### src/rtl/beat_pkg.sv
// rtl/beat_pkg.sv - shared chart/lane constants and sequencer state type
package beat_pkg;

    localparam int LANES       = 4;
    localparam int CHART_DEPTH = 600;
    localparam int ADDR_W      = 16;

    typedef enum logic [2:0] {
        S_IDLE,
        S_RUN,
        S_RD,
        S_EMIT,
        S_PAUSE,
        S_DONE
    } seq_state_t;

endpackage

### src/rtl/beat_sequencer_step_timer.sv
// rtl/beat_sequencer_step_timer.sv - step divider; tick marks the last cycle of a chart step
module step_timer #(
    parameter int TICK_DIV = 4
) (
    input  logic clk,
    input  logic rst,
    input  logic clr,
    input  logic en,
    input  logic load2,
    output logic tick
);

    localparam int CW = (TICK_DIV > 1) ? $clog2(TICK_DIV) : 1;
    localparam logic [CW-1:0] LAST = CW'(TICK_DIV - 1);
    localparam logic [CW-1:0] TWO  = CW'(2);
    localparam logic [CW-1:0] ONE  = CW'(1);

    logic [CW-1:0] cnt_q, cnt_d;

    assign tick = (cnt_q == LAST);

    // load2 pre-charges the count to absorb the RD and EMIT cycles of each step
    always_comb begin
        cnt_d = cnt_q;
        if (clr) begin
            cnt_d = '0;
        end else if (load2) begin
            cnt_d = TWO;
        end else if (en) begin
            cnt_d = tick ? '0 : cnt_q + ONE;
        end
    end

    always_ff @(posedge clk) begin
        if (rst) begin
            cnt_q <= '0;
        end else begin
            cnt_q <= cnt_d;
        end
    end

endmodule

### src/rtl/beat_sequencer.sv
// rtl/beat_sequencer.sv - plays the note chart: fetch one word per step, emit lane mask pulses
module beat_sequencer
    import beat_pkg::*;
#(
    parameter int CLK_FREQ = 100_000_000,
    parameter int STEP_US  = 100_000,
    parameter int TICK_DIV = CLK_FREQ / 1_000_000 * STEP_US,
    parameter int DEPTH    = CHART_DEPTH
) (
    input  logic              clk,
    input  logic              rst,
    input  logic              start,
    input  logic              pause,
    input  logic              stop,
    output logic [ADDR_W-1:0] rom_addr,
    input  logic [LANES-1:0]  rom_data,
    output logic              note_valid,
    output logic [LANES-1:0]  note_lanes,
    output logic [ADDR_W-1:0] step_idx,
    output logic              playing,
    output logic              paused,
    output logic              done
);

    localparam logic [ADDR_W-1:0] LAST_STEP = ADDR_W'(DEPTH - 1);
    localparam logic [ADDR_W-1:0] STEP_ONE  = ADDR_W'(1);

    seq_state_t        state_q, state_d;
    logic [ADDR_W-1:0] step_q, step_d;
    logic [LANES-1:0]  lanes_q, lanes_d;
    logic              tick, tmr_clr, tmr_en, tmr_load2, emit_fire;

    step_timer #(
        .TICK_DIV (TICK_DIV)
    ) u_step_timer (
        .clk   (clk),
        .rst   (rst),
        .clr   (tmr_clr),
        .en    (tmr_en),
        .load2 (tmr_load2),
        .tick  (tick)
    );

    always_comb begin
        state_d   = state_q;
        step_d    = step_q;
        tmr_clr   = 1'b0;
        tmr_en    = 1'b0;
        tmr_load2 = 1'b0;
        if (stop) begin
            state_d = S_IDLE;
            step_d  = '0;
            tmr_clr = 1'b1;
        end else begin
            case (state_q)
                S_IDLE, S_DONE: begin
                    if (start) begin
                        state_d = S_RUN;
                        step_d  = '0;
                        tmr_clr = 1'b1;
                    end
                end
                S_RUN: begin
                    if (pause) begin
                        state_d = S_PAUSE;
                    end else begin
                        tmr_en  = 1'b1;
                        state_d = tick ? S_RD : S_RUN;
                    end
                end
                // the release cycle counts as a run cycle, so the delay equals the PAUSE cycles
                S_PAUSE: begin
                    if (!pause) begin
                        tmr_en  = 1'b1;
                        state_d = tick ? S_RD : S_RUN;
                    end
                end
                S_RD: state_d = S_EMIT;
                S_EMIT: begin
                    if (step_q == LAST_STEP) begin
                        state_d = S_DONE;
                    end else begin
                        step_d    = step_q + STEP_ONE;
                        state_d   = S_RUN;
                        tmr_load2 = 1'b1;
                    end
                end
                default: state_d = S_IDLE;
            endcase
        end
    end

    // an EMIT cycle being aborted by stop or rst must not spawn notes
    always_comb begin
        emit_fire  = (state_q == S_EMIT) && !stop && !rst;
        note_valid = emit_fire && (rom_data != '0);
        note_lanes = emit_fire ? rom_data : lanes_q;
        lanes_d    = note_lanes;
    end

    always_comb begin
        rom_addr = step_q;
        step_idx = step_q;
        playing  = (state_q == S_RUN) || (state_q == S_RD) ||
                   (state_q == S_EMIT) || (state_q == S_PAUSE);
        paused   = (state_q == S_PAUSE);
        done     = (state_q == S_DONE);
    end

    always_ff @(posedge clk) begin
        if (rst) begin
            state_q <= S_IDLE;
            step_q  <= '0;
            lanes_q <= '0;
        end else begin
            state_q <= state_d;
            step_q  <= step_d;
            lanes_q <= lanes_d;
        end
    end

endmodule

### config.mk
export PLATFORM = sky130hd
export DESIGN_NAME = beat_sequencer
export DESIGN_NICKNAME = d
export VERILOG_FILES = /design/src/rtl/beat_pkg.sv /design/src/rtl/beat_sequencer_step_timer.sv /design/src/rtl/beat_sequencer.sv
export SDC_FILE = /design/constraint.sdc
export NUM_CORES = 1
export LEC_CHECK = 0
export CELL_PAD_IN_SITES_DETAIL_PLACEMENT = 1
export CELL_PAD_IN_SITES_GLOBAL_PLACEMENT = 2
export CORE_MARGIN = 2
export CORE_UTILIZATION = 25
export CTS_BUF_LIST = sky130_fd_sc_hd__clkbuf_8
export CTS_CLUSTER_DIAMETER = 40
export DETAILED_ROUTE_END_ITERATION = 10
export GPL_ROUTABILITY_DRIVEN = 0
export PLACE_DENSITY = 0.63
export SYNTH_ARGS = -nofsm -noshare
export SYNTH_HDL_FRONTEND = slang
export SYNTH_SLANG_ARGS = --single-unit
### constraint.sdc
create_clock -name clk -period 2.7 [get_ports clk]
set_input_delay 0.675 -clock clk [delete_from_list [all_inputs] [get_ports clk]]
set_output_delay 0.675 -clock clk [all_outputs]
set_load 0.01 [all_outputs]
After elaboration in Yosys (flattened, before gate mapping)
Cells that the tools add are included.
- register bits: 47
- word-level logic and storage cells: 58
- add/subtract/negate cells: 2
- equal/unequal tests: 10
- multiplexer cells: 22
- reduce and logical (&&, ||, !) cells: 19
- operators by type and width (kind ; count):
    $mux W16 ; 2
    $pmux W16 S2 ; 1
    $add A24 B1 Y24 const B ; 1
    $eq A24 B24 Y1 const B ; 1
    $mux W24 ; 1
    $add A16 B1 Y16 const B ; 1
    $eq A16 B10 Y1 const B ; 1
    $pmux W3 S5 ; 1
    $mux W3 ; 4
    $mux W1 ; 9
    $reduce_or A2 Y1 ; 4
    $eq A3 B2 Y1 const B ; 2
    $eq A3 B3 Y1 const B ; 2
    $mux W2 ; 3
    $ne A2 B2 Y1 const B ; 3
    $mux W4 ; 1
    $reduce_bool A2 Y1 ; 2
    $reduce_bool A4 Y1 ; 1
    $eq A3 B1 Y1 const B ; 1
    $logic_and A1 B1 Y1 ; 3
    $logic_not A3 Y1 ; 1
    $logic_or A1 B1 Y1 ; 3
    $reduce_and A3 Y1 ; 1
    $reduce_or A3 Y1 ; 1
    2 further kinds ; 3

Logic depth before layout (Yosys ltp)
Gate-level depths: netlist (run 1).
- word-level depth: 6
- mapped depth: 7
- mapped depth without buffers: 6

Hierarchy
Synthesis (run 1) repeated with hierarchy kept, for this count alone.
- cells, all modules: 336
- area, all modules: 2768.9 um2
- by module, submodules not included (module ; instances ; cells each ; area an instance (um2) ; seq. area each (um2)):
    beat_sequencer ; 1 ; 188 ; 1521.5 ; 460.4
    step_timer ; 1 ; 148 ; 1247.4 ; 480.5

Worst setup path before layout (run 1)
No wires, ideal clock.
- path kind: input to register
- start: in pause
- end: reg u_step_timer.cnt_q[23]
- arrival time: 2.033 ns
- setup slack: 0.540 ns
- stages: 5
- buffers on the path: 0
- path through: or3_4 -> or4_4 -> nor4_2 -> xnor2_1 -> nor2_1
- word-level cells in the longest chain between the ends: 3
- RTL lines (item ; RTL line ; text):
    start, declared ; beat_sequencer.sv:13 ; input logic pause,
    $mux W1 ; beat_sequencer.sv:64, beat_sequencer.sv:73 ;
    $mux W1 ; - ;
    $mux W1 ; beat_sequencer.sv:50 ; if (stop) begin
    end signal, assigned ; beat_sequencer_step_timer.sv:38 ; cnt_q <= cnt_d;
    end, declared ; beat_sequencer_step_timer.sv:18 ; logic [CW-1:0] cnt_q, cnt_d;
Every way passes these cells.
A chain may end at the register's enable or synchronous reset.

Final worst setup path (run 1)
- start: in rst
- end: out note_lanes[0]
- word-level cells in the longest chain between the ends: 3
- RTL lines (item ; RTL line ; text):
    start, declared ; beat_sequencer.sv:11 ; input logic rst,
    $logic_not A1 Y1 ; beat_sequencer.sv:95 ; emit_fire = (state_q == S_EMIT) && !stop && !rst;
    $logic_and A1 B1 Y1 ; beat_sequencer.sv:95 ;
    $mux W4 ; beat_sequencer.sv:97 ; note_lanes = emit_fire ? rom_data : lanes_q;
    end, declared ; beat_sequencer.sv:18 ; output logic [LANES-1:0] note_lanes,
Every way passes these cells.

==> results of run 1 <==
## cells in the final DEF, fill, tap and decap left out, types with 2 or more instances in the layout
| cell | n |
|---|---|
| dfxtp_1 | 47 |
| clkdlybuf4s50_1 | 42 |
| nor2_1 | 35 |
| nand2_1 | 19 |
| xor2_1 | 17 |
| buf_4 | 17 |
| xnor2_1 | 14 |
| nand3_1 | 13 |
| a21oi_1 | 13 |
| nor3_1 | 11 |
| o21ai_0 | 10 |
| nand4_1 | 9 |
| and3_1 | 8 |
| or3_1 | 8 |
| nor2b_1 | 7 |
| and4_1 | 6 |
| nor4_1 | 6 |
| clkbuf_8 | 6 |
| and2_1 | 5 |
| mux2_2 | 4 |
| inv_1 | 4 |
| clkbuf_2 | 4 |
| nor4_2 | 3 |
| o211ai_1 | 3 |
| nand2b_1 | 2 |
| nor4b_1 | 2 |
| ha_1 | 2 |
| dlygate4sd2_1 | 2 |
## cells by family (layout without fill, tap and decap cells)
kind of cell	count (synthesis)	in the layout	share of synthesized area
simple gates	143	143	0.319
flops	47	47	0.376
compound gates	38	38	0.0941
xor+xnor	31	31	0.109
buf+inv	30	78	0.0701
mux	5	5	0.0220
fa+ha+maj	2	2	0.0100
## what timing repair did
| item | 4_1_cts | 5_1_grt |
|---|---|---|
| buffers inserted | 0 | 0 |
| resized for setup | 10 | 4 |
| pin swaps | 0 | 0 |
| endpoints found under the setup margin | 5 | 4 |
## state kept, by name, indices dropped and copies added, names as in the netlist
| register | count |
|---|---|
| rom_addr | 16 |
| state_q | 3 |
| u_step_timer.cnt_q | 24 |
| lanes_q | 4 |
## report_power, final
group	leakage [nW]	internal, mW	total [mW]	switching, mW
Sequential	0.379	0.694	0.694	0.000548
Clock	0.0612	0.300	0.551	0.251
Combinational	0.626	0.0342	0.0715	0.0373
Total	1.07	1.03	1.32	0.289
## cells in the mapped netlist (all sizes together) (2+ instances only)
cell type / n / share of area
a21oi: 13 / 0.026
o21ai: 12 / 0.026
nand4: 9 / 0.023
buf: 19 / 0.054
nor2b: 7 / 0.018
dfxtp: 47 / 0.38
ha: 2 / 0.010
nand2: 19 / 0.029
or3: 9 / 0.025
xor2: 17 / 0.060
clkbuf: 7 / 0.011
and2: 5 / 0.013
nor4b: 2 / 0.0070
nor2: 35 / 0.053
o211ai: 3 / 0.0090
nor4: 9 / 0.030
xnor2: 14 / 0.049
mux2: 4 / 0.018
nand3: 13 / 0.026
and3: 8 / 0.020
inv: 4 / 0.0060
and4: 6 / 0.021
nand2b: 2 / 0.0050
nor3: 12 / 0.026
## stage by stage
step	power, mW	area (sq um)	TNS [ns]
3_3_place_gp	0.784	3130	-1.68
5_1_grt	1.38	3230	0
2_1_floorplan	0.742	2500	0
6_report	1.32	3230	0
3_5_place_dp	0.784	3130	-1.84
4_1_cts	1.34	3250	0
## path summary, 6_finish.rpt
check | cells past startpoint | end
min | 2 | u_step_timer.cnt_q[1]
min reg2reg | 2 | u_step_timer.cnt_q[1]
max | 5 | note_lanes[0]
max reg2reg | 6 | rom_addr[10]
## worst max-delay path, stage by stage
cell	delay, ns
clkdlybuf4s50_1	0.43
nor3_2	0.15
buf_4	0.15
mux2_2	0.34
clkbuf_2	0.13
## layout make-up
class / count / area, sq um / share of cell area
Tap cell: 133 / 166 / 0.0515
Sequential cell: 47 / 941 / 0.291
Multi-Input combinational cell: 219 / 1380 / 0.429
Clock inverter: 2 / 35.0 / 0.0108
Clock buffer: 6 / 82.6 / 0.0256
Inverter: 4 / 15.0 / 0.00465
Timing Repair Buffer: 66 / 606 / 0.188
## metal layers
| layer | wire (um) | vias to the layer above |
|---|---|---|
| li1 | - | 1128 |
| met1 | 3200 | 1076 |
| met2 | 3090 | 36 |
| met3 | 207 | 2 |
| met4 | 31 | 0 |
| met5 | 0 | - |
==> flow_metrics.env, run 1 <==
export IMPL_status="complete, no violations"
export IMPL_async_flop_share=0
export IMPL_initial_core_util=0.257
export IMPL_ys_warn_count=0
export IMPL_ys_seq_area_frac=0.376
export IMPL_power_leakage_nw=1.07
export IMPL_postLayoutCoreUtil=0.332
export IMPL_dr_pass1_iters=4
export IMPL_cts_buffers=5
export IMPL_grt_busiest_layer="met2"
export IMPL_fin_hold_ws_ns=0.491
export IMPL_cts_hold_buffers_added=0
export IMPL_dp_slack_ns=-0.302
export IMPL_required_ns=2.03
export IMPL_antennaDiodeCount=0
export IMPL_ys_types=49
export IMPL_worstSkewPairLatency_ns=0.30
export IMPL_die_w_um=104
export IMPL_core_area_sq_um=9730
export IMPL_max_slew_margin=0.524
export IMPL_post_route_drc_count=0
export IMPL_hold_start="u_step_timer.cnt_q[1]"
export IMPL_critPathMaxFanout=5
export IMPL_syn_inst=296
export IMPL_clkTransAtPathRegs_ns=0.09
export IMPL_maxSlewViolCount=0
export IMPL_grt_use_met2=0.207
export IMPL_finClkSkew_ns=0.0116
export IMPL_fmax_mhz=390
export IMPL_crit_path_start="rst"
export IMPL_critPathArrivalTime_ns=1.89
export IMPL_period_minus_slack_ns=2.57
export IMPL_wl_mm=6.53
export IMPL_drive_gt1_frac=0.125
export IMPL_endpoint_kind="primary output"
export IMPL_fin_ws_ns=0.134
export IMPL_setup_viol=0
export IMPL_cts_sinks=47
export IMPL_io_pins=49
export IMPL_fillers=1185
export IMPL_dpl_hpwl_mm=4.80
export IMPL_grt_use_total=0.124
export IMPL_fin_crit_sh=0.951
export IMPL_synth_nets=307
export IMPL_cts_tree="yes"
export IMPL_syn_area_sq_um=2500
export IMPL_numPlacedInstances=469
export IMPL_rsz0062_at_grt="no"
export IMPL_grt_antenna_before_repair=0
export IMPL_p_per_area_nw_per_um2=408
export IMPL_first_iter_violations=40
export IMPL_wl_per_cell_um=13.7
export IMPL_grt_pass1_wl_mm=11.2
export IMPL_first_global_vias=2235
export IMPL_area_delta_synth_final_pct=29.2
export IMPL_vias_per_cell=4.70
export IMPL_dieHeight_um=104
export IMPL_ys_ff_latch=47
export IMPL_hold_path_class="flop to flop"
export IMPL_hold_viol_final=0
export IMPL_fin_nets=354
export IMPL_rows=36
export IMPL_r2r_start="rom_addr[1]"
export IMPL_ant_nets=0
export IMPL_synth_main_ff_cell="dfxtp_1"
export IMPL_crit_path_start_kind="primary input"
export IMPL_synth_edf_count=0
export IMPL_die_area_sq_um=10800
export IMPL_clockBufferDepth=2
export IMPL_h_tree_depth=2
export IMPL_reg2reg_slack_ns=0.47
export IMPL_cts_root_buffer="clkbuf_8"
export IMPL_worstSetupPathType="primary input to primary output"
export IMPL_final_cells=477
export IMPL_groute_layer_met1_usage=0.165
export IMPL_vias=2242
export IMPL_ir_worst_vdd_mv=0.194
export IMPL_numPortBuffers=48
export IMPL_avgSynthCellArea_sq_um=8.45
export IMPL_grt_max_degree=21
export IMPL_gr_total_overflow=0
export IMPL_max_cap_violations=0
export IMPL_grtUsageMet3=0.0232
export IMPL_worstMarginPinSlew_ns=0.713
Power figures use the tool's default switching activity.
==> run 2: changes to the inputs <==
- CORE_ASPECT_RATIO: default -> 1.25
- GPL_ROUTABILITY_DRIVEN: 0 -> 1
==> flow_metrics.env, run 2 (synthesized netlist as in run 1, its figures left out) <==
export IMPL_cp_slowest_cell="clkdlybuf4s50_1"
export IMPL_endpoint_kind="primary output"
export IMPL_path_common_cell="buf_4"
export IMPL_worst_path_largest_cell_delay_ns=0.43
export IMPL_first_global_vias=2363
export IMPL_grt_antenna_before_repair=0
export IMPL_fillers=1181
export IMPL_gr_total_overflow=0
export IMPL_antennaDiodeCount=0
export IMPL_io_pins=49
export IMPL_fmax_mhz=387
export IMPL_worstReg2RegEnd="u_step_timer.cnt_q[6]"
export IMPL_hold_depth=2
export IMPL_fin_crit_sh=0.958
export IMPL_vias_per_cell=4.87
export IMPL_tns_ns=0
export IMPL_numPortBuffers=48
export IMPL_clkTransAtPathRegs_ns=0.09
export IMPL_layout_common_cells="dfxtp_1 (47), clkdlybuf4s50_1 (42), nor2_1 (35), buf_4 (21), nand2_1 (19)"
export IMPL_fin_hold_ws_ns=0.495
export IMPL_rsz0062_at_grt="no"
export IMPL_path_cells="clkdlybuf4s50_1 > nor3_2 > buf_4 > buf_4 > o41a_1 > dlygate4sd2_1"
export IMPL_wl_mm=6.88
export IMPL_reg2reg_slack_ns=0.56
export IMPL_hold_viol_final=0
export IMPL_h_tree_depth=2
export IMPL_grt_max_degree=21
export IMPL_cts_root_buffer="clkbuf_8"
export IMPL_vias=2304
export IMPL_postLayoutCoreUtil=0.333
export IMPL_core_area_sq_um=9660
export IMPL_first_iter_violations=58
export IMPL_gp_congestion=0.752
export IMPL_max_slew_margin=0.652
export IMPL_dpl_hpwl_mm=5.14
export IMPL_period_minus_slack_ns=2.59
export IMPL_required_ns=2.03
export IMPL_worstSetupPathType="primary input to primary output"
export IMPL_maxSlewViolCount=0
export IMPL_max_cap_violations=0
export IMPL_dp_slack_ns=-0.286
export IMPL_dr_pass1_iters=4
export IMPL_cts_tree="yes"
export IMPL_power_leakage_nw=1.07
export IMPL_die_area_sq_um=10800
export IMPL_hold_start="u_step_timer.cnt_q[1]"
export IMPL_area_delta_synth_final_pct=28.8
export IMPL_crit_path_start_kind="primary input"
export IMPL_finClkSkew_ns=0.0123
export IMPL_worstMarginPinSlew_ns=0.514
export IMPL_ir_worst_vdd_mv=0.158
export IMPL_status="complete, no violations"
export IMPL_crit_path_start="rst"
export IMPL_drive_gt1_frac=0.133
export IMPL_rows=40
export IMPL_worstHoldEndpoint="u_step_timer.cnt_q[1]"
export IMPL_grt_use_total=0.135
export IMPL_fin_nets=358
export IMPL_largest_register="u_step_timer.cnt_q"
export IMPL_worstSkewPairLatency_ns=0.30
export IMPL_post_route_drc_count=0
export IMPL_reg2reg_depth=7
export IMPL_placed_cell_area_sq_um=3150
export IMPL_dieHeight_um=116
export IMPL_layout_commonest_cell="dfxtp_1"
export IMPL_die_w_um=93.4
export IMPL_grt_pass1_wl_mm=11.6
export IMPL_fin_ws_ns=0.114
export IMPL_cts_sinks=47
export IMPL_setup_viol=0
export IMPL_initial_core_util=0.259
export IMPL_final_cell_area_sq_um=3220
export IMPL_critPathMaxFanout=5
export IMPL_cts_hold_buffers_added=0
export IMPL_r2r_start="rom_addr[0]"
export IMPL_cts_buffers=5
export IMPL_wl_per_cell_um=14.5
export IMPL_largest_reg_flops=24
export IMPL_hold_path_class="flop to flop"
export IMPL_p_per_area_nw_per_um2=376
export IMPL_ant_nets=0
export IMPL_critPathArrivalTime_ns=1.91
export IMPL_clockBufferDepth=2
## run 2: changes by cell type in the layout (fill, tap and decap cells not counted)
cell,previous run,this run
buf_4,17,21
bufinv_16,1,0
## run 2: area by class of cell
cell class | instances | area [sq um] | area share
Inverter | 4 | 15.0 | 0.00466
Tap cell | 126 | 158 | 0.0490
Multi-Input combinational cell | 219 | 1380 | 0.430
Sequential cell | 47 | 941 | 0.292
Clock inverter | 1 | 5.00 | 0.00155
Timing Repair Buffer | 70 | 636 | 0.197
Clock buffer | 6 | 82.6 | 0.0256
## run 2: worst max-delay path, delay by kind of cell
kind | cells | cell delay, ns
buffers and inverters | 4 | 0.96
AO/OA/AOI/OAI | 1 | 0.12
AND/OR/NAND/NOR | 1 | 0.16
## run 2: worst max-delay path by stage
| stage | end | slack [ns] |
|---|---|---|
| 2_1_floorplan | u_step_timer.cnt_q[23] | 0.54 |
| 3_3_place_gp | note_lanes[1] | -0.30 |
| 3_5_place_dp | note_lanes[3] | -0.29 |
| 4_1_cts | note_lanes[3] | 0.02 |
| 5_1_grt | note_valid | 0.03 |
| 6_report | note_valid | 0.11 |
## run 2: per-layer routing
layer	GRT usage	share of wire	up-vias	wire length, um
li1	-	-	1131	-
met5	0	0	-	0
met1	0.152	0.43	1130	2930
met4	0.0471	0.014	0	94
met2	0.259	0.53	36	3680
met3	0.0163	0.025	7	174
## run 2: power breakdown
part	internal (mW)	switching, mW	total, mW
clock network	0.202	0.242	0.443
logic	0.0359	0.0392	0.0751
registers	0.694	0.000558	0.694
total	0.931	0.281	1.21
## run 2: what timing repair did
| action | 4_1_cts | 5_1_grt |
|---|---|---|
| endpoints found under the setup margin | 5 | 4 |
| buffers inserted | 1 | 0 |
| resized for setup | 10 | 4 |
| cloned | 0 | 0 |
## run 2: stage by stage
| step | std cells | power [mW] |
|---|---|---|
| after global routing | 473 | 1.27 |
| after detailed placement | 465 | 0.788 |
| final | 473 | 1.21 |
| after floorplan | 296 | 0.742 |
| after CTS | 473 | 1.24 |
| after global placement | 465 | 0.787 |
